===== config.mk =====
export PLATFORM = sky130hd
export DESIGN_NAME = restador_serie
export DESIGN_NICKNAME = d
export VERILOG_FILES = /design/src/rtl/restador_pkg.sv /design/src/rtl/medio_restador.sv /design/src/rtl/restador_completo.sv /design/src/rtl/restador_serie.sv
export SDC_FILE = /design/constraint.sdc
export NUM_CORES = 1
export LEC_CHECK = 0
export ABC_AREA = 1
export BUFFER_PORTS_ARGS = -buffer_cell sky130_fd_sc_hd__buf_2
export CAP_MARGIN = 10
export CORE_UTILIZATION = 55
export DETAILED_ROUTE_END_ITERATION = 7
export PLACE_DENSITY = 0.78
export SYNTH_ARGS = -nofsm -noshare
export SYNTH_HDL_FRONTEND = slang
export SYNTH_SLANG_ARGS = --single-unit

===== constraint.sdc =====
create_clock -name clk -period 3.15 [get_ports clk]
set_input_delay 0.63 -clock clk [delete_from_list [all_inputs] [get_ports clk]]
set_output_delay 0.63 -clock clk [all_outputs]
set_load 0.01 [all_outputs]

===== src/rtl/restador_pkg.sv =====
// Shared types for the bit-serial subtractor.
package restador_pkg;

    typedef enum logic [1:0] {
        IDLE = 2'd0,
        RUN  = 2'd1,
        DONE = 2'd2
    } rs_state_t;

endpackage


===== src/rtl/medio_restador.sv =====
// One-bit half subtractor: d = a - b, bout set when b exceeds a.
module medio_restador (
    input  logic a,
    input  logic b,
    output logic d,
    output logic bout
);

    assign d    = a ^ b;
    assign bout = ~a & b;

endmodule


===== src/rtl/restador_completo.sv =====
// One-bit full subtractor: d = a - b - bin, built from two half subtractors.
module restador_completo (
    input  logic a,
    input  logic b,
    input  logic bin,
    output logic d,
    output logic bout
);

    logic d1;
    logic b1;
    logic b2;

    medio_restador u_hs0 (
        .a    (a),
        .b    (b),
        .d    (d1),
        .bout (b1)
    );

    medio_restador u_hs1 (
        .a    (d1),
        .b    (bin),
        .d    (d),
        .bout (b2)
    );

    assign bout = b1 | b2;

endmodule


===== src/rtl/restador_serie.sv =====
// Bit-serial subtractor dif = a - b, one bit per clock, LSB first, with
// start/done handshake plus final borrow and signed-overflow flags.
module restador_serie
    import restador_pkg::*;
#(
    parameter int unsigned WIDTH = 8
) (
    input  logic             clk,
    input  logic             rst,
    input  logic             start,
    input  logic [WIDTH-1:0] a,
    input  logic [WIDTH-1:0] b,
    output logic             busy,
    output logic             done,
    output logic [WIDTH-1:0] dif,
    output logic             borrow,
    output logic             ovf
);

    localparam int unsigned CW = $clog2(WIDTH + 1);

    rs_state_t        state_q, state_d;
    logic [WIDTH-1:0] a_q, a_d;
    logic [WIDTH-1:0] b_q, b_d;
    logic [WIDTH-2:0] res_q, res_d;
    logic             br_q, br_d;
    logic [CW-1:0]    cnt_q, cnt_d;
    logic [WIDTH-1:0] dif_q, dif_d;
    logic             borrow_q, borrow_d;
    logic             ovf_q, ovf_d;

    logic             bit_d;
    logic             bit_bout;
    logic [WIDTH-1:0] shift_w;

    restador_completo u_fs (
        .a    (a_q[0]),
        .b    (b_q[0]),
        .bin  (br_q),
        .d    (bit_d),
        .bout (bit_bout)
    );

    // Partial result with the current bit entering from the MSB side.
    assign shift_w = {bit_d, res_q};

    always_ff @(posedge clk) begin
        if (rst) begin
            state_q  <= IDLE;
            a_q      <= '0;
            b_q      <= '0;
            res_q    <= '0;
            br_q     <= 1'b0;
            cnt_q    <= '0;
            dif_q    <= '0;
            borrow_q <= 1'b0;
            ovf_q    <= 1'b0;
        end else begin
            state_q  <= state_d;
            a_q      <= a_d;
            b_q      <= b_d;
            res_q    <= res_d;
            br_q     <= br_d;
            cnt_q    <= cnt_d;
            dif_q    <= dif_d;
            borrow_q <= borrow_d;
            ovf_q    <= ovf_d;
        end
    end

    always_comb begin
        state_d  = state_q;
        a_d      = a_q;
        b_d      = b_q;
        res_d    = res_q;
        br_d     = br_q;
        cnt_d    = cnt_q;
        dif_d    = dif_q;
        borrow_d = borrow_q;
        ovf_d    = ovf_q;
        unique case (state_q)
            IDLE: begin
                if (start) begin
                    a_d     = a;
                    b_d     = b;
                    br_d    = 1'b0;
                    cnt_d   = '0;
                    state_d = RUN;
                end
            end
            RUN: begin
                a_d   = a_q >> 1;
                b_d   = b_q >> 1;
                br_d  = bit_bout;
                res_d = shift_w[WIDTH-1:1];
                cnt_d = cnt_q + CW'(1);
                // On the last bit a_q[0]/b_q[0] hold the latched operand MSBs.
                if (cnt_q == CW'(WIDTH - 1)) begin
                    state_d  = DONE;
                    dif_d    = shift_w;
                    borrow_d = bit_bout;
                    ovf_d    = (a_q[0] != b_q[0]) && (bit_d != a_q[0]);
                end
            end
            DONE:    state_d = IDLE;
            default: state_d = IDLE;
        endcase
    end

    always_comb begin
        busy   = (state_q != IDLE);
        done   = (state_q == DONE);
        dif    = dif_q;
        borrow = borrow_q;
        ovf    = ovf_q;
    end

endmodule


# == After elaboration in Yosys (flattened, before gate mapping) ==
# Cells that the tools add are included.
# classes
n_addsub,1
n_mul,0
div,0
order_cmp,0
n_eq_ne,7
n_shift,0
mux,11
n_bitwise,7
reduce_logical,7
# ops
operator,n
$pmux W8 S2,2
$mux W8,2
$pmux W4 S2,1
$reduce_and A2 Y1,3
$add A4 B1 Y4 const B,1
$eq A4 B3 Y1 const B,1
$mux W2,2
$mux W4,1
$ne A2 B2 Y1 const B,2
$pmux W2 S2,1
$reduce_bool A2 Y1,2
$and A1 B1 Y1,2
$eq A2 B1 Y1 const B,1
$eq A2 B2 Y1 const B,1
$logic_not A2 Y1,1
$ne A1 B1 Y1,2
$not A1 Y1,2
$pmux W1 S2,1
$xor A1 B1 Y1,2
$logic_and A1 B1 Y1,1
$mux W1,1
$or A1 B1 Y1,1
# totals
reg_bits,40
latch_bits,0
ram_bits,0
romBits,0
inputBits,19
out_inout_bits,12
elab_cells,42
memories,0

# == Logic depth before layout (Yosys ltp) ==
# Gate-level depths: netlist of run 1.
# logic_depth
ltp_word,5
depth_mapped,8
depth_no_buf,8

# == By module ==
# A second synthesis of run 1 with hierarchy kept.
# unflattened
cells_unflattened,244
area_unflattened_um2,1699.1
# modules_own_cells
module,instances,cells_each,area_each_um2,seq_area_each_um2
restador_serie,1,235,1647.8,800.8
medio_restador,2,3,20.0,0.0
restador_completo,1,3,11.3,0.0

# == Worst setup path after synthesis of run 1 ==
# OpenSTA, ideal clock, no wires.
# synth_path
path_kind,flip-flop to output port
start,reg state_q[0]
end,out busy
t_arrival_ps,862
t_required_ps,2520
slack_ps,1658
stages_incl_launch_ff,4
path_buffers,1
cell_sequence,dfxtp_1 -> nor2_1 -> buf_6 -> inv_1
# synth_between
elab_chain_len,1
# synth_lines
element,line,source
from (decl),restador_serie.sv:22,"rs_state_t state_q, state_d;"
from (signal assigned),restador_serie.sv:59,state_q <= state_d;
$reduce_bool A2 Y1,restador_serie.sv:111,busy = (state_q != IDLE);
to (decl),restador_serie.sv:13,"output logic busy,"
# No other way between the ends.

# == Final worst setup path of run 1 ==
# Ends and elaborated chain as after synthesis.

==> run_results.csv, run 1 <==
group,metric,value,unit
setup_path,end_kind,"output port",
floorplanning,ios,31,
setup_path,critical_path.slowest_cell,"dfxtp_1",
timing,finalHoldViolCount,0,
grt,grt_max_degree,29,
synth,post_synth_inst_count,259,
clock_network,ctsLongestPathBuffers,2,
grt,grt_pass1_vias,1396,
synth,ys_warn_count,0,
pwr,cellPowerDensity,470,mW/mm2
grt,grt-busiest-layer,"met2",
grt,overflow,0,
finish,syn_to_final_growth,11.7,%
floorplanning,design.core.area,0.00305,mm2
detailed_routing,initialDrtViolationCount,55,
clock_network,cts.sinks,40,
finish,nets,310,
timing,fin_crit,1.86,ns
clock_network,cts-htree-levels,2,
timing,rsz0062_at_grt,"no",
timing,post-route-period-util,58.9,%
timing,setup_viol,0,
clock_network,clk_latency,0.35,ns
job,cap_violations,0,
detailed_routing,drt_pre_antenna_iters,4,
synth,yosysMostFrequentCell,"nand2_1",
floorplanning,start_util,58.1,%
floorplanning,fp.dieArea,0.00345,mm2
setup_path,start_kind,"flip-flop",
synth,synth_edf_count,0,
timing,fin_skew,0.00653,ns
clock_network,postCtsSetupBuffers,0,
timing,worst_slack,1.29,ns
grt,grt_pass1_wl,5.75,mm
timing,worstMarginPinSlew,0.680,ns
placed_design,gp_congestion,0.765,
placed_design,place_inst,325,
detailed_routing,totalWireLength,3.33,mm
detailed_routing,drt-wirelength-per-cell,10.0,um
timing,fin_setup_tns,0,ns
synth,synth_flop_cell,"dfxtp_1",
placed_design,placed_area,0.00192,mm2
timing,slew_headroom,54.4,%
outcome,status,"completed",
synth,syn_avg_cell_area,6.85,um2
detailed_routing,viasPerCell,4.77,
setup_path,path_cells,"nor2_1, buf_4, inv_1, buf_2",
detailed_routing,antenna_left,0,
setup_path,cp_slowest_stage_delay,0.37,ns
clock_network,ctsHoldBuffers,0,
grt,antenna_found_initial,0,
synth,synth_nets,281,
floorplanning,die_h,58.8,um
pwr,vdd_drop_max,0.271,mV
grt,gr-usage-met2,38.8,%
pwr,power_leakage,0.000977,uW
hold_path,min_path_cells,2,
clock_network,numCtsBuffers,5,
finish,instances_no_fill,333,
floorplanning,num_rows,20,
finish,antenna_cells,0,
grt,use_met3,7.25,%
clock_network,ctsResizeCount,0,
finish,drive_gt1_share,14.2,%
detailed_routing,num_vias,1590,
synth,netlist_area,0.00177,mm2
clock_network,clk_pin_slew_worst_paths,0.11,ns
grt,use_met1,25.7,%
detailed_routing,route.detailed.drc,0,
finish,final_area,0.00198,mm2
finish,fillers,324,
timing,finalMaxSlewViolations,0,
grt,track_usage,22.3,%
synth,synth_cell_type_count,17,
setup_path,cp.required,2.52,ns
placed_design,place_ws,1.20,ns
synth,yosysTopAreaCell,"dfxtp_1",
synth,ys_seq_area_share,45.2,%
clock_network,root_buffer,"clkbuf_4",
placed_design,io_buffers,30,
placed_design,hpwlAfterDp,2.33,mm
synth,ys_async_sr_fraction,0,%
hold_path,hp-class,"flip-flop to flip-flop",
setup_path,rr_worst_depth,7,
timing,whs,0.458,ns
setup_path,crit_type,"flip-flop to output port",
setup_path,crit_fanout,16,
synth,synth-seq-cells,40,
timing,fmax,539,MHz
synth,synthTopCellsByCount,"68 x nand2_1, 46 x nor2_1, 40 x dfxtp_1",
setup_path,cp.arrival,1.23,ns
synth,yosys.area.top_type_share,45.2,%
clock_network,cts_tree,"done",
floorplanning,die_x,58.8,um
synth,yosys-top-cells-area,"dfxtp_1 45%, nand2_1 14%, nor2_1 9.7%",
layout make-up:
type	count	area, um2	area share (%)
Clock buffer	8	58.8	2.97
Tap cell	44	55.1	2.78
Multi-Input combinational cell	178	785	39.6
Sequential cell	40	801	40.4
Inverter	31	116	5.87
Timing Repair Buffer	32	165	8.34
final timing paths:
path	endpoint	slack [ns]	from
worst min-delay path	res_q[1]	0.46	res_q[1]
worst min register to register	res_q[1]	0.46	res_q[1]
worst max register to register	cnt_q[3]	1.51	state_q[0]
worst max-delay path	busy	1.29	state_q[0]
critical path: cells and delay by family, from the launching register on:
kind                   cells  cell delay, ns
buffers and inverters      3            0.39
flip-flops                 1            0.37
AND/OR/NAND/NOR            1            0.12
layer usage:
metal | share of wire (%) | vias up
met4 | 1.2 | 0
met2 | 47 | 34
met3 | 4.7 | 6
met5 | 0 | -
met1 | 47 | 689
li1 | - | 861
where the power goes:
part | internal [uW] | switching [uW] | total, uW | leakage (uW)
Clock | 110 | 161 | 271 | 0.0000326
Combinational | 43.2 | 75.9 | 119 | 0.000618
Sequential | 529 | 11.7 | 541 | 0.000326
logic make-up after synthesis:
family	Yosys count	share of synthesized area, %
AO/OA/AOI/OAI	24	6.78
adder cells (fa/ha/maj)	3	2.54
AND/OR/NAND/NOR	151	34.9
flip-flops	40	45.2
buffers and inverters	41	10.6
layout by cell type (no fill, tap or decap), drive strengths merged:
master and n:
nand2 70, nand3 33, dfxtp 40, buf 32, ha 2, o21ai 10, fa 1, nand3b 1
clkinv 2, nor2 47, a21oi 14, inv 29, clkbuf 8
metrics by stage:
stage	total power, uW	utilization (%)
after CTS	940	64.9
after global placement	670	63.0
after detailed placement	672	63.0
final	931	64.9
after global routing	986	64.9
after floorplan	645	-
registers in the layout (all words and copies together) (netlist names):
name,flops
a_q,8
res_q,7
state_q,2
cnt_q,4
dif,8
br_q,1
b_q,8
borrow,1
ovf,1
Note: power is estimated with default switching activity, not from simulation.
==> inputs of run 2 (changes only) <==
CORE_UTILIZATION = 54   (was 55)
PLACE_DENSITY = 0.76   (was 0.78)
clock period = 1.75 ns   (was 3.15 ns; I/O delays follow)
==> run 2 against run 1 <==
Effect of this change:
- sequential power grew 80%
- combinational power is 94% higher
- count of clock-buffer cells in the layout is 2 lower
- clock power increased by 80%
- hold slack worse by 0.23 ns
- largest cell class unchanged
==> run_results.csv, run 2 (synthesis results as in run 1) <==
group,metric,value,unit
outcome,status,"completed",
clock_network,cts-htree-levels,2,
floorplanning,start_util,57.6,%
finish,final_common_cell,"nand2_1",
timing,setup_viol,0,
timing,post-route-period-util,88.1,%
timing,worstMarginPinSlew,0.279,ns
pwr,power_frac_seq,57.5,%
clock_network,ctsResizeCount,0,
pwr,swShare,27.0,%
timing,fin_setup_tns,0,ns
timing,worst_slack,0.209,ns
timing,slew_headroom,81.4,%
setup_path,crit_fanout,6,
detailed_routing,initialDrtViolationCount,39,
grt,grt_max_degree,29,
clock_network,cts.sinks,40,
floorplanning,die_h,59.3,um
finish,antenna_cells,0,
placed_design,place_inst,332,
detailed_routing,num_vias,1616,
detailed_routing,viasPerCell,4.75,
setup_path,rr_worst_depth,7,
floorplanning,die_x,59.3,um
grt,track_usage,23.0,%
grt,antenna_found_initial,0,
hold_path,hold_end,"b_q[7]",
timing,finalHoldViolCount,0,
clock_network,clk_latency,0.35,ns
placed_design,gp_congestion,0.777,
finish,instances_no_fill,340,
timing,rsz0062_at_grt,"no",
clock_network,postCtsSetupBuffers,0,
finish,layout_common_cells,"68 x nand2_1, 46 x nor2_1, 40 x dfxtp_1",
setup_path,startpoint,"state_q[0]",
clock_network,cts_tree,"done",
placed_design,place_ws,0.355,ns
floorplanning,num_rows,20,
pwr,power_frac_comb,13.6,%
grt,grt_pass1_wl,5.98,mm
hold_path,hold_start,"b[7]",
hold_path,min_path_cells,3,
pwr,vdd_drop_max,0.667,mV
setup_path,crit_type,"flip-flop to output port",
finish,syn_to_final_growth,14.8,%
setup_path,r2r-end,"borrow",
finish,drive_gt1_share,16.9,%
setup_path,r2r-start,"cnt_q[0]",
hold_path,hp-class,"input port to flip-flop",
job,cap_violations,0,
floorplanning,design.core.area,0.00308,mm2
setup_path,start_kind,"flip-flop",
clock_network,clk_pin_slew_worst_paths,0.11,ns
pwr,power_leakage,0.00102,uW
setup_path,cp.arrival,1.19,ns
timing,fin_crit,1.54,ns
pwr,p_sw,458,uW
floorplanning,ios,31,
placed_design,io_buffers,30,
detailed_routing,route.detailed.drc,0,
clock_network,ctsHoldBuffers,0,
clock_network,numCtsBuffers,5,
clock_network,root_buffer,"clkbuf_4",
finish,fillers,320,
pwr,cellPowerDensity,832,mW/mm2
setup_path,end_kind,"output port",
placed_design,hpwlAfterDp,2.48,mm
grt,overflow,0,
setup_path,cp.required,1.40,ns
floorplanning,fp.dieArea,0.00352,mm2
finish,nets,317,
setup_path,ff2ff_setup_slack,0.34,ns
pwr,p_total,1690,uW
pwr,p_int,1240,uW
detailed_routing,drt_pre_antenna_iters,4,
detailed_routing,totalWireLength,3.42,mm
pwr,p_clk_share,28.8,%
grt,grt_pass1_vias,1443,
timing,fin_skew,0.00513,ns
clock_network,ctsLongestPathBuffers,2,
detailed_routing,drt-wirelength-per-cell,10.1,um
timing,finalMaxSlewViolations,0,
timing,fmax,649,MHz
detailed_routing,antenna_left,0,
==> run 2: changes by cell type in the layout (fill, tap and decap cells not counted), sizes merged <==
cell    previous run  this run
clkinv             2         4
clkbuf             8         6
buf               32        39
==> run 2: stage by stage <==
step	instance area, um2	hold WS (ns)	util (%)
after floorplan	1770	0.419	-
after global placement	1970	0.437	64.1
after detailed placement	1970	0.444	64.1
after CTS	2040	0.230	66.1
after global routing	2040	0.216	66.1
final	2040	0.230	66.1
==> run 2: layout make-up <==
type	instances	area [um2]	share of cell area (%)
Multi-Input combinational cell	178	785	38.5
Sequential cell	40	801	39.3
Clock inverter	2	10.0	0.492
Timing Repair Buffer	39	218	10.7
Inverter	31	116	5.72
Clock buffer	6	51.3	2.52
Tap cell	44	55.1	2.70
==> run 2: worst max-delay path, stage by stage (launching register included) <==
cell and delay (ns):
dfxtp_1 0.37, nor2_1 0.15, buf_4 0.16, inv_1 0.04, buf_2 0.12
==> run 2: how the worst max path moves through the flow <==
stage / endpoint / slack [ns] / depth (start not counted)
after floorplan: ovf / 0.47 / 8
after detailed placement: borrow / 0.35 / 7
final: busy / 0.21 / 4
after global placement: dif[4] / 0.40 / 7
after global routing: busy / 0.12 / 4
after CTS: busy / 0.20 / 4
==> run 2: power groups by stage <==
stage / Clock, uW / Combinational (uW) / Sequential [uW]
after CTS: 496 / 233 / 974
final: 488 / 231 / 974
after floorplan: 0 / 171 / 990
after global routing: 546 / 268 / 980
after global placement: 0 / 230 / 993
after detailed placement: 0 / 232 / 994
==> run 2: layer usage <==
layer | routed length, um | vias to the layer above | GRT usage (%)
met5 | 0 | - | 0
met4 | 38 | 0 | 7.14
met3 | 157 | 4 | 7.21
met2 | 1600 | 44 | 39.5
met1 | 1630 | 693 | 27.2
li1 | - | 875 | -
==> inputs of run 3 (changes only) <==
ABC_AREA = unset   (was 1)
CORE_UTILIZATION = 55   (was 54)
PLACE_DENSITY = 0.77   (was 0.76)
==> run 3 against run 2 <==
Effect of this change:
- via count grew 1.2%
- global-route usage grew 0.77 points
- register-to-register slack lost 0.23 ns
- sequential share of layout area shrank 1.5 points
- critical endpoint unchanged
- largest cell class is now multi-input combinational cells
==> run_results.csv, run 3 <==
group,metric,value,unit
outcome,status,"completed",
floorplanning,ios,31,
synth,synth_compound_area_share,28.7,%
clock_network,clk_pin_slew_worst_paths,0.12,ns
timing,finalHoldViolCount,0,
synth,yosysMostFrequentCell,"a21oi_1",
floorplanning,num_rows,20,
synth,yosys.area.top_type_share,44.0,%
pwr,p_int,1220,uW
synth,syn_avg_cell_area,8.20,um2
clock_network,ctsLongestPathBuffers,2,
grt,antenna_found_initial,0,
pwr,cellPowerDensity,787,mW/mm2
clock_network,cts-htree-levels,2,
floorplanning,fp.dieArea,0.00354,mm2
timing,fin_crit,1.65,ns
detailed_routing,route.detailed.drc,0,
pwr,swShare,27.1,%
detailed_routing,totalWireLength,3.71,mm
placed_design,hpwlAfterDp,2.50,mm
pwr,p_sw,453,uW
timing,fin_skew,0.0126,ns
synth,ys_async_sr_fraction,0,%
setup_path,r2r-start,"b_q[0]",
grt,overflow,0,
setup_path,rr_worst_depth,4,
clock_network,clk_latency,0.35,ns
timing,worstMarginPinSlew,0.332,ns
synth,yosysTopAreaCell,"dfxtp_1",
synth,synth_fa_ha_area_share,2.47,%
setup_path,crit_type,"flip-flop to output port",
detailed_routing,initialDrtViolationCount,135,
synth,synth-seq-cells,40,
placed_design,gp_congestion,0.787,
timing,post-route-period-util,94.1,%
timing,slew_headroom,77.9,%
setup_path,ff2ff_setup_slack,0.11,ns
pwr,power_frac_comb,14.4,%
timing,fin_setup_tns,0,ns
floorplanning,design.core.area,0.00310,mm2
finish,final_area,0.00212,mm2
timing,fmax,607,MHz
finish,antenna_cells,0,
detailed_routing,viasPerCell,5.47,
hold_path,hp-class,"input port to flip-flop",
clock_network,cts_tree,"done",
synth,muxShareOfSynthArea,0.550,%
setup_path,path_cells,"buf_4, or2_2, buf_2",
pwr,p_clk_share,26.8,%
synth,synth_cell_type_count,31,
synth,ys_seq_area_share,44.0,%
setup_path,cp_slowest_stage_delay,0.34,ns
timing,finalMaxSlewViolations,0,
job,cap_violations,0,
grt,grt_pass1_wl,6.33,mm
floorplanning,die_h,59.5,um
grt,grt_max_degree,27,
finish,layout_common_cells,"42 x a21oi_1, 39 x dfxtp_1, 30 x buf_2",
hold_path,hold_start,"b[7]",
clock_network,root_buffer,"clkbuf_4",
synth,yosys.area_share.xor_xnor,0.481,%
detailed_routing,wl_met3,166,um
floorplanning,start_util,58.7,%
hold_path,min_path_cells,3,
pwr,power_frac_seq,58.8,%
detailed_routing,drt_pre_antenna_iters,4,
synth,synthTopCellsByCount,"42 x a21oi_1, 40 x dfxtp_1, 21 x nor2_1",
synth,synth_flop_cell,"dfxtp_1",
finish,drive_gt1_share,26.7,%
synth,post_synth_inst_count,222,
setup_path,cp.arrival,1.30,ns
setup_path,critical_path.slowest_cell,"dfxtp_1",
synth,netlist_area,0.00182,mm2
detailed_routing,antenna_left,0,
grt,track_usage,23.8,%
synth,synth_edf_count,0,
finish,final_common_cell,"a21oi_1",
synth,synth-simple-area-share,16.5,%
detailed_routing,drt-wirelength-per-cell,12.4,um
synth,ys_warn_count,0,
detailed_routing,num_vias,1636,
detailed_routing,highest_layer,"met4",
timing,setup_viol,0,
finish,fillers,282,
placed_design,placed_area,0.00206,mm2
setup_path,crit_fanout,13,
clock_network,cts.sinks,40,
pwr,power_leakage,0.000883,uW
setup_path,cp.required,1.40,ns
placed_design,io_buffers,30,
timing,rsz0062_at_grt,"no",
setup_path,end_kind,"output port",
setup_path,r2r-end,"ovf",
finish,syn_to_final_growth,16.6,%
setup_path,worstPathBufferInverterCount,2,
clock_network,numCtsBuffers,5,
finish,nets,277,
synth,synth_nets,244,
detailed_routing,dr_wl_met2,1.65,mm
pwr,vdd_drop_max,0.475,mV
grt,grt_pass1_vias,1492,
detailed_routing,met1_length,1.84,mm
setup_path,critical-path-top-delay-family,"flip-flops",
floorplanning,die_x,59.5,um
synth,yosys-top-cells-area,"dfxtp_1 44%, a21oi_1 12%, o221a_2 8.0%",
setup_path,start_kind,"flip-flop",
synth,synth_top_family_by_area,"compound AO/OA/AOI/OAI gates",
hold_path,hold_end,"b_q[7]",
[run 3: cell count changes in the layout (fill, tap and decap cells not counted), sizes merged, moves of 3 or more]
| cell | change |
|---|---|
| nor2 | -26 |
| buf | +6 |
| inv | -15 |
| o22a | +5 |
| a21oi | +28 |
| clkinv | -3 |
| nor2b | +7 |
| nand2 | -54 |
| o221a | +13 |
| nand3 | -23 |
[run 3: cells by family after synthesis]
group                    after synthesis
XOR/XNOR                               1
AO/OA/AOI/OAI                         80
multiplexers                           1
buffers and inverters                 33
adder cells (fa/ha/maj)                3
AND/OR/NAND/NOR                       64
flip-flops                            40
[run 3: routing by layer]
layer  track usage [%]  vias up
met5                 0        -
met4              8.97        0
met3              8.08        6
met2              37.1       36
met1              30.4      752
li1                  -      842
[run 3: worst reg2reg max path: stages (launching register included)]
cell	delay, ns
dfxtp_1	0.42
fa_1	0.47
xor2_1	0.15
or4_1	0.39
a21oi_1	0.14
[run 3: cell type report]
type | count | area, um2 | share of cell area (%)
Clock inverter | 2 | 12.5 | 0.590
Multi-Input combinational cell | 149 | 887 | 41.8
Inverter | 14 | 52.6 | 2.48
Tap cell | 44 | 55.1 | 2.59
Sequential cell | 40 | 802 | 37.8
Timing Repair Buffer | 45 | 275 | 13.0
Clock buffer | 5 | 37.5 | 1.77
[run 3: repair_timing]
action | CTS | global route
setup endpoints to repair | 0 | 1
buffers inserted | 0 | 1
resized for setup | 0 | 1
hold buffers | 0 | 0
[run 3: worst max path at each step]
stage               start   end  slack [ns]  depth (start not counted)
2_1_floorplan      a_q[0]   ovf        0.13                          5
3_3_place_gp       a_q[0]   ovf        0.13                          5
3_5_place_dp       a_q[0]   ovf        0.08                          5
4_1_cts            a_q[0]   ovf        0.05                          5
5_1_grt            b_q[0]   ovf        0.02                          4
6_report       state_q[0]  busy        0.10                          3
[run 3: power groups by stage]
stage                     combinational [uW]  sequential (uW)  clock [uW]
after detailed placement                 235             1000           0
after CTS                                236              982         457
after floorplan                          163              995           0
after global routing                     271              988         502
after global placement                   232             1000           0
final                                    241              981         447
[run 3: metrics by stage]
| stage | total power (uW) | utilization (%) | std cells | hold WS (ns) | setup slack, ns |
|---|---|---|---|---|---|
| finish | 1670 | 68.4 | 299 | 0.272 | 0.103 |
| CTS | 1680 | 68.1 | 298 | 0.267 | 0.0497 |
| global placement | 1230 | 66.5 | 291 | 0.447 | 0.125 |
| global route | 1760 | 68.4 | 299 | 0.246 | 0.0175 |
| detailed placement | 1240 | 66.5 | 291 | 0.458 | 0.0817 |
| floorplan | 1160 | - | 222 | 0.437 | 0.127 |
